`src/rtl/issue_queue_if.sv`:
```
// Bundle of the issue queue's dispatch, wakeup, select and issue signals.
//
// Handshake semantics: a dispatch transfers on a cycle where disp_valid and
// disp_ready are both high at the rising clock edge. disp_ready depends only
// on registered state, so it may be sampled before disp_valid is decided.
// grant, wb_valid and iss_valid are single-cycle qualifiers with no
// back-pressure: the receiver always accepts them.
interface issue_queue_if #(
    parameter int OPCODE_WIDTH = 7,
    parameter int AGE          = 5,
    parameter int TAG          = 6,
    parameter int PAYLOAD      = 64
);
    logic                    flush;
    logic                    disp_valid;
    logic                    disp_ready;
    logic [OPCODE_WIDTH-1:0] disp_op;
    logic [TAG-1:0]          disp_src1_tag;
    logic [TAG-1:0]          disp_src2_tag;
    logic                    disp_src1_rdy;
    logic                    disp_src2_rdy;
    logic [PAYLOAD-1:0]      disp_payload;
    logic                    wb_valid;
    logic [TAG-1:0]          wb_tag;
    logic [OPCODE_WIDTH-1:0] op [16];
    logic [15:0]             req;
    logic [AGE-1:0]          age [16];
    logic                    grant;
    logic [3:0]              grant_addr;
    logic                    iss_valid;
    logic [OPCODE_WIDTH-1:0] iss_op;
    logic [PAYLOAD-1:0]      iss_payload;
    logic [4:0]              count;

    modport master (
        output flush, disp_valid, disp_op, disp_src1_tag, disp_src2_tag,
               disp_src1_rdy, disp_src2_rdy, disp_payload, wb_valid, wb_tag,
               grant, grant_addr,
        input  disp_ready, op, req, age, iss_valid, iss_op, iss_payload, count
    );

    modport slave (
        input  flush, disp_valid, disp_op, disp_src1_tag, disp_src2_tag,
               disp_src1_rdy, disp_src2_rdy, disp_payload, wb_valid, wb_tag,
               grant, grant_addr,
        output disp_ready, op, req, age, iss_valid, iss_op, iss_payload, count
    );
endinterface

```
`src/rtl/issue_queue.sv`:
```
// 16-entry out-of-order issue queue. Entries wait for both source operands,
// expose op/req/age to an external age-based select arbiter, and free the
// granted entry while registering the issued instruction. Ages of valid
// entries are always the unique values 0..count-1 in program order.
module issue_queue #(
    parameter int OPCODE_WIDTH = 7,
    parameter int AGE          = 5,
    parameter int TAG          = 6,
    parameter int PAYLOAD      = 64
) (
    input logic         clk,
    input logic         rst_n,
    issue_queue_if.slave bus
);
    localparam int N = 16;

    logic [N-1:0]            valid_q;
    logic [OPCODE_WIDTH-1:0] op_q      [N];
    logic [TAG-1:0]          s1_tag_q  [N];
    logic [TAG-1:0]          s2_tag_q  [N];
    logic [N-1:0]            s1_rdy_q;
    logic [N-1:0]            s2_rdy_q;
    logic [AGE-1:0]          age_q     [N];
    logic [PAYLOAD-1:0]      payload_q [N];
    logic [4:0]              count_q;
    logic                    iss_valid_q;
    logic [OPCODE_WIDTH-1:0] iss_op_q;
    logic [PAYLOAD-1:0]      iss_payload_q;

    logic [N-1:0]   req_int;
    logic [3:0]     free_idx;
    logic           disp_ready_int;
    logic           disp_fire;
    logic           issue_ok;
    logic [AGE-1:0] grant_age;
    logic [AGE-1:0] new_age;
    logic           byp1;
    logic           byp2;

    // Request vector, free-slot search and per-cycle event decode.
    always_comb begin
        req_int        = valid_q & s1_rdy_q & s2_rdy_q;
        free_idx       = 4'd0;
        // Scan downwards so the lowest invalid index wins.
        for (int i = N - 1; i >= 0; i--) begin
            if (!valid_q[i]) free_idx = 4'(i);
        end
        // Registered count only, so a same-cycle grant cannot open a slot.
        disp_ready_int = (count_q < 5'd16);
        disp_fire      = bus.disp_valid & disp_ready_int;
        // req already folds in valid, so a grant to an empty or waiting
        // entry is simply not an issue.
        issue_ok       = bus.grant & req_int[bus.grant_addr];
        grant_age      = age_q[bus.grant_addr];
        new_age        = AGE'(count_q) - AGE'(issue_ok);
        byp1 = bus.disp_src1_rdy | (bus.wb_valid & (bus.wb_tag == bus.disp_src1_tag));
        byp2 = bus.disp_src2_rdy | (bus.wb_valid & (bus.wb_tag == bus.disp_src2_tag));
    end

    // Entry storage: issue frees, wakeup sets ready bits, ages compact on
    // issue, and dispatch fills the lowest slot that was empty before the edge.
    always_ff @(posedge clk or negedge rst_n) begin
        if (!rst_n) begin
            valid_q  <= '0;
            s1_rdy_q <= '0;
            s2_rdy_q <= '0;
            for (int i = 0; i < N; i++) begin
                op_q[i]      <= '0;
                s1_tag_q[i]  <= '0;
                s2_tag_q[i]  <= '0;
                age_q[i]     <= '0;
                payload_q[i] <= '0;
            end
        end else if (bus.flush) begin
            valid_q <= '0;
        end else begin
            for (int i = 0; i < N; i++) begin
                if (valid_q[i]) begin
                    if (issue_ok && (4'(i) == bus.grant_addr)) begin
                        valid_q[i] <= 1'b0;
                    end else begin
                        if (bus.wb_valid && (s1_tag_q[i] == bus.wb_tag)) s1_rdy_q[i] <= 1'b1;
                        if (bus.wb_valid && (s2_tag_q[i] == bus.wb_tag)) s2_rdy_q[i] <= 1'b1;
                        if (issue_ok && (age_q[i] > grant_age)) age_q[i] <= age_q[i] - 1'b1;
                    end
                end else if (disp_fire && (4'(i) == free_idx)) begin
                    valid_q[i]   <= 1'b1;
                    op_q[i]      <= bus.disp_op;
                    s1_tag_q[i]  <= bus.disp_src1_tag;
                    s2_tag_q[i]  <= bus.disp_src2_tag;
                    s1_rdy_q[i]  <= byp1;
                    s2_rdy_q[i]  <= byp2;
                    age_q[i]     <= new_age;
                    payload_q[i] <= bus.disp_payload;
                end
            end
        end
    end

    // Occupancy counter.
    always_ff @(posedge clk or negedge rst_n) begin
        if (!rst_n) begin
            count_q <= '0;
        end else if (bus.flush) begin
            count_q <= '0;
        end else begin
            count_q <= count_q + 5'(disp_fire) - 5'(issue_ok);
        end
    end

    // Issue register toward register-read; iss_valid pulses once per issue.
    always_ff @(posedge clk or negedge rst_n) begin
        if (!rst_n) begin
            iss_valid_q   <= 1'b0;
            iss_op_q      <= '0;
            iss_payload_q <= '0;
        end else if (bus.flush) begin
            iss_valid_q <= 1'b0;
        end else begin
            iss_valid_q <= issue_ok;
            if (issue_ok) begin
                iss_op_q      <= op_q[bus.grant_addr];
                iss_payload_q <= payload_q[bus.grant_addr];
            end
        end
    end

    // Per-entry arbiter view; empty entries report age 0 and no request.
    always_comb begin
        for (int i = 0; i < N; i++) begin
            bus.op[i]  = op_q[i];
            bus.age[i] = valid_q[i] ? age_q[i] : '0;
        end
        bus.req = req_int;
    end

    assign bus.disp_ready  = disp_ready_int;
    assign bus.iss_valid   = iss_valid_q;
    assign bus.iss_op      = iss_op_q;
    assign bus.iss_payload = iss_payload_q;
    assign bus.count       = count_q;
endmodule

```
`src/flat_wrapper.sv`:
```
// flat-port wrapper written by rule: the top's interface ports become plain ports
module issue_queue_flat 
#(
    parameter int OPCODE_WIDTH = 7,
    parameter int AGE          = 5,
    parameter int TAG          = 6,
    parameter int PAYLOAD      = 64
)
  (clk, rst_n, bus_flush, bus_disp_valid, bus_disp_op, bus_disp_src1_tag, bus_disp_src2_tag, bus_disp_src1_rdy, bus_disp_src2_rdy, bus_disp_payload, bus_wb_valid, bus_wb_tag, bus_grant, bus_grant_addr, bus_disp_ready, bus_op, bus_req, bus_age, bus_iss_valid, bus_iss_op, bus_iss_payload, bus_count);
  issue_queue_if #(.OPCODE_WIDTH(OPCODE_WIDTH), .AGE(AGE), .TAG(TAG), .PAYLOAD(PAYLOAD)) bus_i ();
  input logic clk;
  input logic rst_n;
  input wire logic [$bits(bus_i.flush)-1:0] bus_flush;
  input wire logic [$bits(bus_i.disp_valid)-1:0] bus_disp_valid;
  input wire logic [$bits(bus_i.disp_op)-1:0] bus_disp_op;
  input wire logic [$bits(bus_i.disp_src1_tag)-1:0] bus_disp_src1_tag;
  input wire logic [$bits(bus_i.disp_src2_tag)-1:0] bus_disp_src2_tag;
  input wire logic [$bits(bus_i.disp_src1_rdy)-1:0] bus_disp_src1_rdy;
  input wire logic [$bits(bus_i.disp_src2_rdy)-1:0] bus_disp_src2_rdy;
  input wire logic [$bits(bus_i.disp_payload)-1:0] bus_disp_payload;
  input wire logic [$bits(bus_i.wb_valid)-1:0] bus_wb_valid;
  input wire logic [$bits(bus_i.wb_tag)-1:0] bus_wb_tag;
  input wire logic [$bits(bus_i.grant)-1:0] bus_grant;
  input wire logic [$bits(bus_i.grant_addr)-1:0] bus_grant_addr;
  output wire logic [$bits(bus_i.disp_ready)-1:0] bus_disp_ready;
  output wire logic [$bits(bus_i.op)-1:0] bus_op;
  output wire logic [$bits(bus_i.req)-1:0] bus_req;
  output wire logic [$bits(bus_i.age)-1:0] bus_age;
  output wire logic [$bits(bus_i.iss_valid)-1:0] bus_iss_valid;
  output wire logic [$bits(bus_i.iss_op)-1:0] bus_iss_op;
  output wire logic [$bits(bus_i.iss_payload)-1:0] bus_iss_payload;
  output wire logic [$bits(bus_i.count)-1:0] bus_count;
  assign bus_i.flush = bus_flush;
  assign bus_i.disp_valid = bus_disp_valid;
  assign bus_i.disp_op = bus_disp_op;
  assign bus_i.disp_src1_tag = bus_disp_src1_tag;
  assign bus_i.disp_src2_tag = bus_disp_src2_tag;
  assign bus_i.disp_src1_rdy = bus_disp_src1_rdy;
  assign bus_i.disp_src2_rdy = bus_disp_src2_rdy;
  assign bus_i.disp_payload = bus_disp_payload;
  assign bus_i.wb_valid = bus_wb_valid;
  assign bus_i.wb_tag = bus_wb_tag;
  assign bus_i.grant = bus_grant;
  assign bus_i.grant_addr = bus_grant_addr;
  assign bus_disp_ready = bus_i.disp_ready;
  assign bus_op = {>>{bus_i.op}};
  assign bus_req = bus_i.req;
  assign bus_age = {>>{bus_i.age}};
  assign bus_iss_valid = bus_i.iss_valid;
  assign bus_iss_op = bus_i.iss_op;
  assign bus_iss_payload = bus_i.iss_payload;
  assign bus_count = bus_i.count;
  issue_queue #(.OPCODE_WIDTH(OPCODE_WIDTH), .AGE(AGE), .TAG(TAG), .PAYLOAD(PAYLOAD)) u_core (.clk(clk), .rst_n(rst_n), .bus(bus_i));
endmodule
```
`config.mk`:
```
export PLATFORM = sky130hd
export DESIGN_NAME = issue_queue_flat
export DESIGN_NICKNAME = d
export VERILOG_FILES = /design/src/rtl/issue_queue_if.sv /design/src/rtl/issue_queue.sv /design/src/flat_wrapper.sv
export SDC_FILE = /design/constraint.sdc
export NUM_CORES = 2
export LEC_CHECK = 0
export ABC_AREA = 1
export BUFFER_PORTS_ARGS = -buffer_cell sky130_fd_sc_hd__buf_2
export CAP_MARGIN = 0
export CORE_MARGIN = 2
export CORE_UTILIZATION = 40
export CTS_CLUSTER_SIZE = 8
export DETAILED_ROUTE_END_ITERATION = 6
export PLACE_DENSITY_LB_ADDON = 0.3
export SYNTH_ARGS = -nofsm -noshare
export SYNTH_HDL_FRONTEND = slang
export SYNTH_SLANG_ARGS = --single-unit
```
`constraint.sdc`:
```
create_clock -name clk -period 3.3 [get_ports clk]
set_input_delay 0.99 -clock clk [delete_from_list [all_inputs] [get_ports clk]]
set_output_delay 0.99 -clock clk [all_outputs]
set_load 0.05 [all_outputs]
```
==> impl_metrics.ini <==
[synthesis]
yosysSeqAreaShare_pct = 54.6
syn_area_sq_mm = 0.0703
ys_warn_count = 0
synth_edf_count = 0
synth_area_per_cell_sq_um = 8.90
synth_top_cell_by_area = dfrtp_1
synth_top_area_share_pct = 54.6
synth_cell_types = 55
synth_most_common_cell = dfrtp_1
ys_ff_latch = 1533
synth_cells = 7896
async_reset_ff_share_pct = 100
ys_top_cells_by_area = dfrtp_1 55%, nand2_1 8.2%, a22oi_1 6.2%
synth_flop_cell = dfrtp_1
yosys-top-cells-count = 1,533 x dfrtp_1, 1,532 x nand2_1, 685 x a21oi_1
synth_fp_nets = 8102

[drt]
drc = 0
drt_first_pass_iters = 6
wl_per_cell_um = 23.1
drtIter0Drc = 6117
num_vias = 60400
routed_wl_um = 244000
post_drt_via_cell_ratio = 5.72
ant_nets = 0

[timing]
clock-skew-final_ps = 42.0
setup_viol = 0
finalCritPeriodShare_pct = 94.4
fin_crit_ps = 3120
rsz0062_at_grt = false
fmax_mhz = 321
fin_worst_hold_slack_ps = 135
slew_headroom_pct = 32.2
worstMarginPinSlew_ps = 1020
slew_viol_final = 0
hold_viol = 0
finalWorstSetupSlack_ps = 185

[placement]
placed_cell_area_sq_mm = 0.0767
gp_congestion = 0.953
io_buffers = 386
hpwlAfterDp_um = 149000
dp_slack_ps = -927

[global_route]
antenna_found_initial = 13
grt_use_total_pct = 26.8
grt_pass1_wl_um = 370000
gr-total-overflow = 0
grt_pass1_vias = 58500
grt_max_degree = 167

[setup_path]
cp_max_fo = 122
cp.required_ps = 4070
cp-start-kind = input port
rr_startpoint = u_core.age_q[7]
worst_path_dominant_cell_family = buffers and inverters
endpoint_kind = register
worstPathArrival_ps = 3890
cp-startpoint = bus_grant_addr[0]
path_cells = buf_2 > inv_2 > nor2_4 > buf_12 > buf_4 > buf_4 > buf_12 > a22oi_1 > a21boi_1 > buf_4 > nor4_1 > a21oi_1
cp_slowest_cell = a21boi_1
crit_path_max_incr_delay_ps = 630
crit_type = in2reg
crit_buf_inv = 7
cp_common_cell = buf_4

[final_layout]
multi_input_area_sq_mm = 0.0281
seq_area_sq_mm = 0.0384
final_nets = 8396
syn2layout_area_growth_pct = 17.1
fillers = 16600
drive_gt1_share_pct = 12.9
final_area_sq_mm = 0.0823

[power]
p_leak_nw = 37.5
power_density_mw_per_mm2 = 619
vdd_drop_max_mv = 0.411

[cts]
cts.htree.levels = 4
cts_tree = built
cts_resized = 1
postCtsSetupBuffers = 0
cts_buffers = 211
root_buffer = clkbuf_16
postCtsHoldBufs = 0
cts.sinks = 1533
path_clk_slew_ps = 50
clk_latency_ps = 850
clk_path_buf_depth = 3

[die]
ios = 387
fp.dieH_um = 423
initial_core_util_pct = 40.4
core_area_sq_mm = 0.174
die_w_um = 423
rows = 153
die_area_sq_mm = 0.179

[flow_run]
max_cap_viol_count = 0

[min_path]
hold_class = in2async

[status]
status = finished, final reports clean
==> per-layer routing <==
layer,global-route usage [%],vias to the layer above,wire (um)
met3,4.04,494,16000
li1,-,27700,-
met1,35.5,29800,102000
met4,11.7,6,10800
met2,43.5,2453,115000
met5,0,-,41
==> final timing paths <==
path                                         endpoint  slack (ps)  depth (start not counted)
worst max-delay path             u_core.bus.iss_op[0]         180                         12
worst min-delay path              u_core.s1_tag_q[61]         140                          1
worst max register to register       u_core.age_q[75]         230                         17
worst min register to register    u_core.s1_rdy_q[12]         460                          2
max in group asynchronous       u_core.payload_q[141]        2130                          3
min in group clk                  u_core.s2_tag_q[62]         430                          3
==> power breakdown <==
group / internal [mW] / switching [mW]
registers: 20.6 / 1.33
clock network: 11.3 / 7.96
logic: 3.07 / 6.59
==> worst reg2reg max path, cell delays in order, from the launching register on <==
cell      delay [ps]
dfrtp_1          440
inv_1            190
o22ai_1          130
o21ai_0          280
nand2_1          140
a221oi_4         210
buf_4            230
buf_4            130
ha_1             130
nand4_1          120
o221ai_1         170
o21ai_0          120
a21oi_1          120
nand2_1           90
nand2_2          130
nand3_2          130
nand2_1          100
nand2_1           50
==> through the flow <==
step           cells  power, mW  utilization [%]  setup TNS, ps
2_1_floorplan   7896       28.1                -         -22160
6_report       10500       50.9             47.2              0
3_5_place_dp   10300       31.8             44.0         -45600
4_1_cts        10500       51.1             47.2              0
5_1_grt        10500       53.1             47.2              0
3_3_place_gp   10300       31.6             44.0         -41870
==> layout make-up <==
| type | instances | share of cell area (%) |
|---|---|---|
| Antenna cell | 8 | 0.0243 |
| Clock buffer | 223 | 6.52 |
| Clock inverter | 13 | 0.278 |
| Inverter | 385 | 1.80 |
| Multi-Input combinational cell | 5326 | 34.1 |
| Sequential cell | 1533 | 46.6 |
| Tap cell | 2325 | 3.54 |
| Timing Repair Buffer | 733 | 7.13 |
==> cells by family (layout without fill, tap and decap cells) <==
logic type / after synthesis / after routing / synth area share, %
and+or+nand+nor: 2401 / 2401 / 14.0
adders and majority gates: 105 / 105 / 1.88
AOI/OAI and AO/OA: 2716 / 2716 / 22.2
buffers and inverters: 1037 / 1354 / 6.02
other: 0 / 8 / 0
DFF: 1533 / 1533 / 54.6
xor gates and xnor gates: 104 / 104 / 1.30
==> flip-flops by register name (all words and copies together) (netlist names), 5 cells and up <==
| register | count |
|---|---|
| u_core.payload_q | 1024 |
| u_core.bus.op | 112 |
| u_core.s1_tag_q | 96 |
| u_core.s2_tag_q | 96 |
| u_core.age_q | 80 |
| u_core.bus.iss_payload | 64 |
| u_core.s1_rdy_q | 16 |
| u_core.s2_rdy_q | 16 |
| u_core.valid_q | 16 |
| u_core.bus.iss_op | 7 |
| u_core.bus.count | 5 |
==> cells in the final DEF, fill, tap and decap left out, types with 5 or more instances in the layout <==
cell	synthesis	routed
dfrtp_1	1533	1533
nand2_1	1532	1527
a21oi_1	685	684
o21ai_0	628	627
o21ai_1	600	597
a22oi_1	576	572
nor2_1	537	532
buf_2	184	385
inv_1	366	360
buf_4	29	242
clkbuf_16	0	212
buf_12	0	106
ha_1	104	97
nand3_1	93	87
nand4_1	86	86
nor4_1	86	86
xor2_1	71	71
a21boi_0	71	70
o22ai_1	59	59
xnor2_1	33	33
a221oi_1	29	25
nor3_1	18	18
inv_2	13	12
and2_1	12	12
nor2_4	1	11
nand3_2	9	11
o2111ai_1	11	11
o221ai_1	16	9
clkbuf_1	401	9
diode_2	0	8
a211oi_1	7	7
o221ai_2	0	7
o211ai_1	6	6
clkinv_1	6	6
a31oi_1	7	6
inv_6	0	5
nand2_2	1	5
nand3_4	1	5
ha_2	0	5
(Power assumes the default switching activity.)
